===== config.mk =====
export PLATFORM = sky130hd
export DESIGN_NAME = snake_score_keeper
export DESIGN_NICKNAME = d
export VERILOG_FILES = /design/src/rtl/snake_pkg.sv /design/src/rtl/snake_alt_timer.sv /design/src/rtl/snake_score_keeper.sv
export SDC_FILE = /design/constraint.sdc
export NUM_CORES = 1
export LEC_CHECK = 0
export ABC_AREA = 1
export BUFFER_PORTS_ARGS = -buffer_cell sky130_fd_sc_hd__clkbuf_2
export CAP_MARGIN = 5
export CORE_MARGIN = 1
export CORE_UTILIZATION = 50
export DETAILED_ROUTE_END_ITERATION = 10
export PLACE_DENSITY = 0.71
export SLEW_MARGIN = 20
export SYNTH_ARGS = -nofsm -noshare
export SYNTH_HDL_FRONTEND = slang
export SYNTH_SLANG_ARGS = --single-unit

===== constraint.sdc =====
create_clock -name clk -period 3.7 [get_ports clk]
set_input_delay 0 -clock clk [delete_from_list [all_inputs] [get_ports clk]]
set_output_delay 0 -clock clk [all_outputs]
set_load 0.02 [all_outputs]

===== src/rtl/snake_pkg.sv =====
// Shared encodings and limits for the snake game score path and its display driver.
package snake_pkg;

    localparam int SCORE_W   = 16;
    localparam int MAX_SCORE = 9999;

    localparam logic [1:0] ST_IDLE    = 2'b00;
    localparam logic [1:0] ST_PLAYING = 2'b01;
    localparam logic [1:0] ST_OVER    = 2'b10;

    // The sum is one bit wider than the score so an overflow past the ceiling is still visible.
    function automatic logic [SCORE_W-1:0] sat_add(input logic [SCORE_W-1:0] a,
                                                   input logic [SCORE_W:0]   inc,
                                                   input logic [SCORE_W:0]   ceil);
        logic [SCORE_W:0] sum;
        sum = {1'b0, a} + inc;
        return (sum > ceil) ? ceil[SCORE_W-1:0] : sum[SCORE_W-1:0];
    endfunction

endpackage


===== src/rtl/snake_alt_timer.sv =====
// Free-running alternation counter for the game-over display; its MSB selects score or high score.
module snake_alt_timer #(
    parameter int ALT_BITS = 27
) (
    input  logic clk_i,
    input  logic rst_i,
    input  logic clear_i,
    output logic phase_o
);

    logic [ALT_BITS-1:0] cnt_q, cnt_d;

    always_comb begin
        cnt_d = clear_i ? '0 : cnt_q + ALT_BITS'(1);
    end

    always_ff @(posedge clk_i or posedge rst_i) begin
        if (rst_i) begin
            cnt_q <= '0;
        end else begin
            cnt_q <= cnt_d;
        end
    end

    assign phase_o = cnt_q[ALT_BITS-1];

endmodule


===== src/rtl/snake_score_keeper.sv =====
// Score, session high score and IDLE/PLAYING/OVER sequencing for the snake game,
// plus the binary value shown on the four-digit display.
module snake_score_keeper
    import snake_pkg::*;
#(
    parameter int POINTS_PER_FOOD = 1,
    parameter int MAX_SCORE       = snake_pkg::MAX_SCORE,
    parameter int ALT_BITS        = 27
) (
    input  logic               clk,
    input  logic               reset,
    input  logic               start,
    input  logic               eat,
    input  logic               die,
    output logic [SCORE_W-1:0] score,
    output logic [SCORE_W-1:0] high_score,
    output logic [SCORE_W-1:0] display_number,
    output logic [1:0]         state,
    output logic               new_record
);

    localparam logic [SCORE_W:0] PTS  = (SCORE_W+1)'(POINTS_PER_FOOD);
    localparam logic [SCORE_W:0] CEIL = (SCORE_W+1)'(MAX_SCORE);

    logic [1:0]         state_q, state_d;
    logic [SCORE_W-1:0] score_q, score_d;
    logic [SCORE_W-1:0] high_q, high_d;
    logic               rec_q, rec_d;
    logic [SCORE_W-1:0] eat_val;
    logic               alt_clear;
    logic               alt_phase;

    always_ff @(posedge clk or posedge reset) begin
        if (reset) begin
            state_q <= ST_IDLE;
        end else begin
            state_q <= state_d;
        end
    end

    always_comb begin
        state_d = state_q;
        case (state_q)
            ST_IDLE:    if (start) state_d = ST_PLAYING;
            ST_PLAYING: if (die)   state_d = ST_OVER;
            ST_OVER:    if (start) state_d = ST_PLAYING;
            default:               state_d = ST_IDLE;
        endcase
    end

    always_comb begin
        display_number = '0;
        case (state_q)
            ST_IDLE:    display_number = high_q;
            ST_PLAYING: display_number = score_q;
            ST_OVER:    display_number = alt_phase ? high_q : score_q;
            default:    display_number = '0;
        endcase
    end

    // An eat in the dying cycle lands first, so the record check sees the incremented score.
    always_comb begin
        score_d = score_q;
        high_d  = high_q;
        rec_d   = rec_q;
        eat_val = sat_add(score_q, PTS, CEIL);
        case (state_q)
            ST_IDLE: score_d = '0;
            ST_PLAYING: begin
                if (eat) score_d = eat_val;
                if (die) begin
                    if (score_d > high_q) begin
                        high_d = score_d;
                        rec_d  = 1'b1;
                    end else begin
                        rec_d  = 1'b0;
                    end
                end
            end
            ST_OVER: begin
                if (start) begin
                    score_d = '0;
                    rec_d   = 1'b0;
                end
            end
            default: score_d = '0;
        endcase
    end

    always_ff @(posedge clk or posedge reset) begin
        if (reset) begin
            score_q <= '0;
            high_q  <= '0;
            rec_q   <= 1'b0;
        end else begin
            score_q <= score_d;
            high_q  <= high_d;
            rec_q   <= rec_d;
        end
    end

    assign alt_clear = (state_q == ST_PLAYING) && die;

    snake_alt_timer #(
        .ALT_BITS (ALT_BITS)
    ) u_alt_timer (
        .clk_i   (clk),
        .rst_i   (reset),
        .clear_i (alt_clear),
        .phase_o (alt_phase)
    );

    assign score      = score_q;
    assign high_score = high_q;
    assign state      = state_q;
    assign new_record = rec_q;

endmodule


# --- After elaboration in Yosys (flattened, before gate mapping) ---
# Index checks and enable logic that the tools add are counted.
# W data, S select, Z words.
word_totals:
  reg_bits: 62
  input_bits: 5
  output_inout_bits: 51
  elab_cells: 36
classes:
  add_sub_neg: 2
  magnitude_cmp: 2
  n_eq_ne: 5
  mux: 15
  n_reduce_logical: 7
ops:
  columns: ["cell", "count"]
  rows:
  - ["$mux W16", 5]
  - ["$pmux W16 S3", 1]
  - ["$pmux W16 S2", 1]
  - ["$add A27 B1 Y27 const B", 1]
  - ["$mux W27", 1]
  - ["$add A16 B1 Y17 const B", 1]
  - ["$gt A17 B14 Y1 const B", 1]
  - ["$gt A16 B16 Y1", 1]
  - ["$reduce_and A3 Y1", 2]
  - ["$mux W2", 2]
  - ["$ne A2 B2 Y1 const B", 2]
  - ["$pmux W2 S2", 1]
  - ["$mux W1", 3]
  - ["$eq A2 B1 Y1 const B", 1]
  - ["$eq A2 B2 Y1 const B", 1]
  - ["$logic_not A2 Y1", 1]
  - ["$ne A2 B1 Y1 const B", 1]
  - ["$pmux W1 S2", 1]
  - ["$reduce_and A2 Y1", 1]
  - ["$reduce_bool A2 Y1", 1]
  - ["$reduce_or A2 Y1", 1]
  - ["$logic_and A1 B1 Y1", 1]

# --- Depth between registers and ports, before layout ---
logic_depth:
  word_depth: 9
  mapped_depth: 29
  depth_no_buf: 26

# --- Modules after synthesis ---
# Synthesis repeated with hierarchy kept, for this count alone.
hier_totals:
  hier_cells: 656
  area_unflattened_um2: 4315.4
modules_own_cells:
  columns: ["module", "instances", "cells_per_inst", "area_per_inst_um2", "seq_area_each_um2"]
  rows:
  - ["snake_score_keeper", 1, 448, 2850.2, 875.8]
  - ["snake_alt_timer", 1, 208, 1465.2, 675.6]

# --- Worst setup path before layout ---
# No wires, ideal clock.
synth_timing:
  kind: "flip-flop to flip-flop"
  startpoint: "reg score_q[1] (netlist: score[1])"
  endpoint: "reg high_q[0] (netlist: high_score[0])"
  setup_time_ns: 0.066
  t_arrival_ns: 3.500
  t_required_ns: 3.634
  path_slack_ns: 0.134
  path_stages_with_launch: 29
  n_path_buf: 3
  period_less_slack_ns: 3.566
  path_cell_list: "dfrtp_1 > ha_1 > nand3_2 > nor2_4 > nand3_1 > nand2_1 > nand2_1 > nor2_1 > nand2_1 > nor2_2 > nand2_1 > nand2_1 > nand2_2 > buf_6 > a21oi_1 > ha_1 > inv_1 > nor2_1 > o21ai_0 > nand2_1 > nand2_1 > o211ai_1 > nand3_1 > nand2_1 > nand2_1 > clkbuf_1 > clkbuf_1 > nand2_1 > nand2_1"
synth_between:
  elab_chain_cells: 7
synth_lines:
  columns: ["element", "line_no", "source"]
  rows:
  - ["start: declaration", "snake_score_keeper.sv:26", "logic [SCORE_W-1:0] score_q, score_d;"]
  - ["start signal: assignment", "snake_score_keeper.sv:96", "score_q <= score_d;"]
  - ["$add A16 B1 Y17", "snake_pkg.sv:16", "sum = {1'b0, a} + inc;"]
  - ["$gt A17 B14 Y1", "snake_pkg.sv:17", "return (sum > ceil) ? ceil[SCORE_W-1:0] : sum[SCORE_W-1:0];"]
  - ["$mux W16", "snake_pkg.sv:17", null]
  - ["$mux W16 (*)", "snake_score_keeper.sv:70", "if (eat) score_d = eat_val;"]
  - ["$mux W16 (*)", "snake_score_keeper.sv:67", "case (state_q)"]
  - ["$gt A16 B16 Y1", "snake_score_keeper.sv:72", "if (score_d > high_q) begin"]
  - ["$reduce_and A3 Y1 (no source line)", null, null]
  - ["end signal: assignment", "snake_score_keeper.sv:97", "high_q <= high_d;"]
  - ["end: declaration", "snake_score_keeper.sv:27", "logic [SCORE_W-1:0] high_q, high_d;"]
# Every way passes the cells marked *; elsewhere a longest branch is shown, timed or not. The select of a mux whose other input is x is not followed.
# A chain may end at the register's enable or synchronous reset.

# --- Final worst setup path ---
layout_timing:
  startpoint: "reg score_q[1] (netlist: score[1])"
  endpoint: "reg high_q[1] (netlist: high_score[1])"
# The elaborated chain is that of the path after synthesis.

==> flow_summary.yaml <==
floorplanning:
  num_rows: 33
  die_h_um: 94.4
  core_um2: 8220
  die_x_um: 94.4
  dieArea_um2: 8900
  ios: 56
  initial_core_util: 0.519
placement:
  portBuffers: 55
  dp_hpwl_mm: 8.23
  placed_cell_area_um2: 4670
  dpl.cell_count: 765
  gp_congestion: 0.966
sta:
  finClkSkew_ps: 8.11
  timing.fmax_mhz: 282
  slew_violations: 0
  fin_setup_tns_ps: 0
  hold_viol_final: 0
  relSlewSlack: 0.471
  worst_pin_slew_ps: 794
  setup_viol: 0
  min_period_ps: 3550
  rsz0062_at_grt: "yes"
  period_share: 0.960
synthesis:
  yosysMostFrequentCell: "nand2_1"
  synth_top_cell_area_share: 0.364
  synth_edf_count: 0
  ys_top_cells_by_area: "dfrtp_1 36%, nand2_1 16%, inv_1 5.9%"
  synth_cells: 613
  ys_warn_count: 0
  yosys_most_used_dff: "dfrtp_1"
  synth_largest_area_cell: "dfrtp_1"
  ys_async_sr_fraction: 1.00
  synth_common_cells: "181 x nand2_1, 67 x inv_1, 66 x nor2_1"
  synth_nets: 637
  synth_area_per_cell_um2: 6.96
  ys_types: 36
  ys_seq_area_frac: 0.364
  synth_seq_cells: 62
  synth_area_um2: 4270
clock_network:
  cts_made_buffers: 9
  clk_pin_slew_ps: 80
  clk_latency_ps: 350
  cts_tree: "built"
  clock_sinks: 62
  clock_path_buffers: 2
  clock-root-buffer: "clkbuf_8"
  htree_num_levels: 3
global_route:
  antenna_found_initial: 0
  grt_pass1_wl_mm: 18.3
  grt_pass1_vias: 3733
  grt-ovfl-total: 0
  grt_max_degree: 63
  grt_use_total: 0.269
power_and_ir_drop:
  pwr_density_cell_nw_per_um2: 487
  p_leak_nw: 2.52
  ir_worst_vdd_mv: 0.363
layout:
  fillers: 724
  syn2layout_area_growth_pct: 22.9
  drive_gt1_frac: 0.232
  final_area_um2: 5240
  instances_no_fill: 796
  fin_nets: 710
  antenna_cells: 0
critical_path:
  crit_slowest_cell: "dfrtp_1"
  crit_required_ps: 3980
  arrival_ps: 3840
  startpoint_type: "flip-flop"
  cp_slowest_stage_delay_ps: 420
  crit_fanout: 7
  end_kind: "flip-flop"
  cp_common_cell: "nand2_1"
  crit_type: "flip-flop to flip-flop"
detailed_routing:
  antenna_left: 0
  vias_per_cell: 5.44
  drt_iter0_markers: 341
  drcViolationCount: 0
  routed-via-count: 4331
  avgRoutedWirePerCell_um: 15.1
  dr.pass1.iters: 5
  drt-total-wl_mm: 12.0
flow_run:
  cap_violations: 0
hold_path:
  hp-class: "primary input to flip-flop"
outcome:
  outcome: "complete, no violations"
==> state kept, by name (all words and copies together), names as in the netlist <==
signal,count
state,2
new_record,1
score,16
high_score,16
u_alt_timer.cnt_q,27
==> path summary, 6_finish.rpt <==
| kind | start | to | slack, ps | depth (start not counted) |
|---|---|---|---|---|
| setup / recovery | score[1]$_DFFE_PP0P_ | high_score[1]$_DFFE_PP0P_ | 150 | 30 |
| hold / removal | start | new_record$_DFFE_PP0P_ | 20 | 4 |
| setup reg to reg | score[1]$_DFFE_PP0P_ | high_score[1]$_DFFE_PP0P_ | 150 | 30 |
| hold reg to reg | high_score[5]$_DFFE_PP0P_ | high_score[5]$_DFFE_PP0P_ | 510 | 2 |
| max in group asynchronous | reset | score[7]$_DFFE_PP0P_ | 2720 | 4 |
| min in group asynchronous | reset | u_alt_timer.cnt_q[4]$_DFF_PP0_ | 410 | 4 |
==> repair_timing <==
item / 4_1_cts / 5_1_grt
hold endpoints to repair: 63 / 0
pin swaps: 0 / 12
resized for setup: 2 / 48
cloned: 0 / 3
setup buffers: 1 / 8
hold buffers: 3 / 0
endpoints found under the setup margin: 14 / 17
==> final cells by class <==
type,count,area (µm²),share of cell area
Inverter,67,255,0.0487
Multi-Input combinational cell,465,2530,0.483
Timing Repair Buffer,81,549,0.105
Sequential cell,62,1560,0.297
Tap cell,105,131,0.0251
Clock inverter,6,86.3,0.0165
Clock buffer,10,128,0.0243
==> critical path, delay by kind of cell, from the launching register on <==
family	cells	cell delay, ps
buffers and inverters	5	630
adders and majority gates	2	380
DFF	1	420
and+or+nand+nor	21	1850
AOI/OAI and AO/OA	2	200
==> report_power, final <==
part           internal (mW)  switching, mW  total [mW]  leakage (nW)
Sequential             0.768         0.0922       0.860         0.835
Clock                  0.379          0.297       0.676         0.106
Combinational          0.347          0.670        1.02          1.58
Total                   1.49           1.06        2.55          2.52
==> cell usage in the layout, fill, tap and decap left out, types with 2 or more instances in the layout <==
cell type and instances:
buf_12 2, nor4_1 8, nand2_1 172, clkbuf_2 55, clkinv_2 2, nand2_2 16
buf_4 16, dfrtp_2 5, ha_4 4, dlygate4sd3_1 3, nor3_1 11, nor3b_1 3
inv_2 2, inv_1 64, nand3_2 3, nand4_1 10, o21ai_0 27, clkbuf_8 9
o21ai_1 4, xnor2_1 2, a21boi_1 4, o22ai_1 3, nor2_1 61, a21oi_1 38
bufinv_16 2, o211ai_1 2, xor2_1 4, nand3_1 37, nand2_4 11, ha_1 15
nor2_2 6, dfrtp_1 57, clkbuf_16 2, buf_6 3, o21bai_1 2, clkinvlp_4 2
a21oi_2 8, nor2_4 4
==> per-layer routing <==
metal | global-route usage | up-vias | share of wire
li1 | - | 2130 | -
met1 | 0.408 | 2023 | 0.48
met2 | 0.391 | 163 | 0.44
met3 | 0.0459 | 15 | 0.070
met4 | 0.0744 | 0 | 0.012
met5 | 0 | - | 0
==> logic make-up (layout without fill, tap and decap cells) <==
family | count (synthesis) | after routing | synth area share
simple gates | 346 | 347 | 0.365
compound gates | 92 | 92 | 0.116
buf+inv | 87 | 164 | 0.0851
flops | 62 | 62 | 0.364
fa+ha+maj | 19 | 19 | 0.0557
xor+xnor | 7 | 7 | 0.0144
==> metrics by stage <==
step | hold slack, ps | worst slack [ps] | util | power (mW)
2_1_floorplan | 100 | 134 | - | 1.48
3_3_place_gp | 214 | -17.1 | 0.568 | 1.75
3_5_place_dp | 226 | -129 | 0.568 | 1.77
4_1_cts | 6.98 | 25.3 | 0.601 | 2.46
5_1_grt | 37.1 | -80.2 | 0.638 | 2.70
6_report | 17.1 | 148 | 0.638 | 2.55
Note: power is estimated with default switching activity, not from simulation.
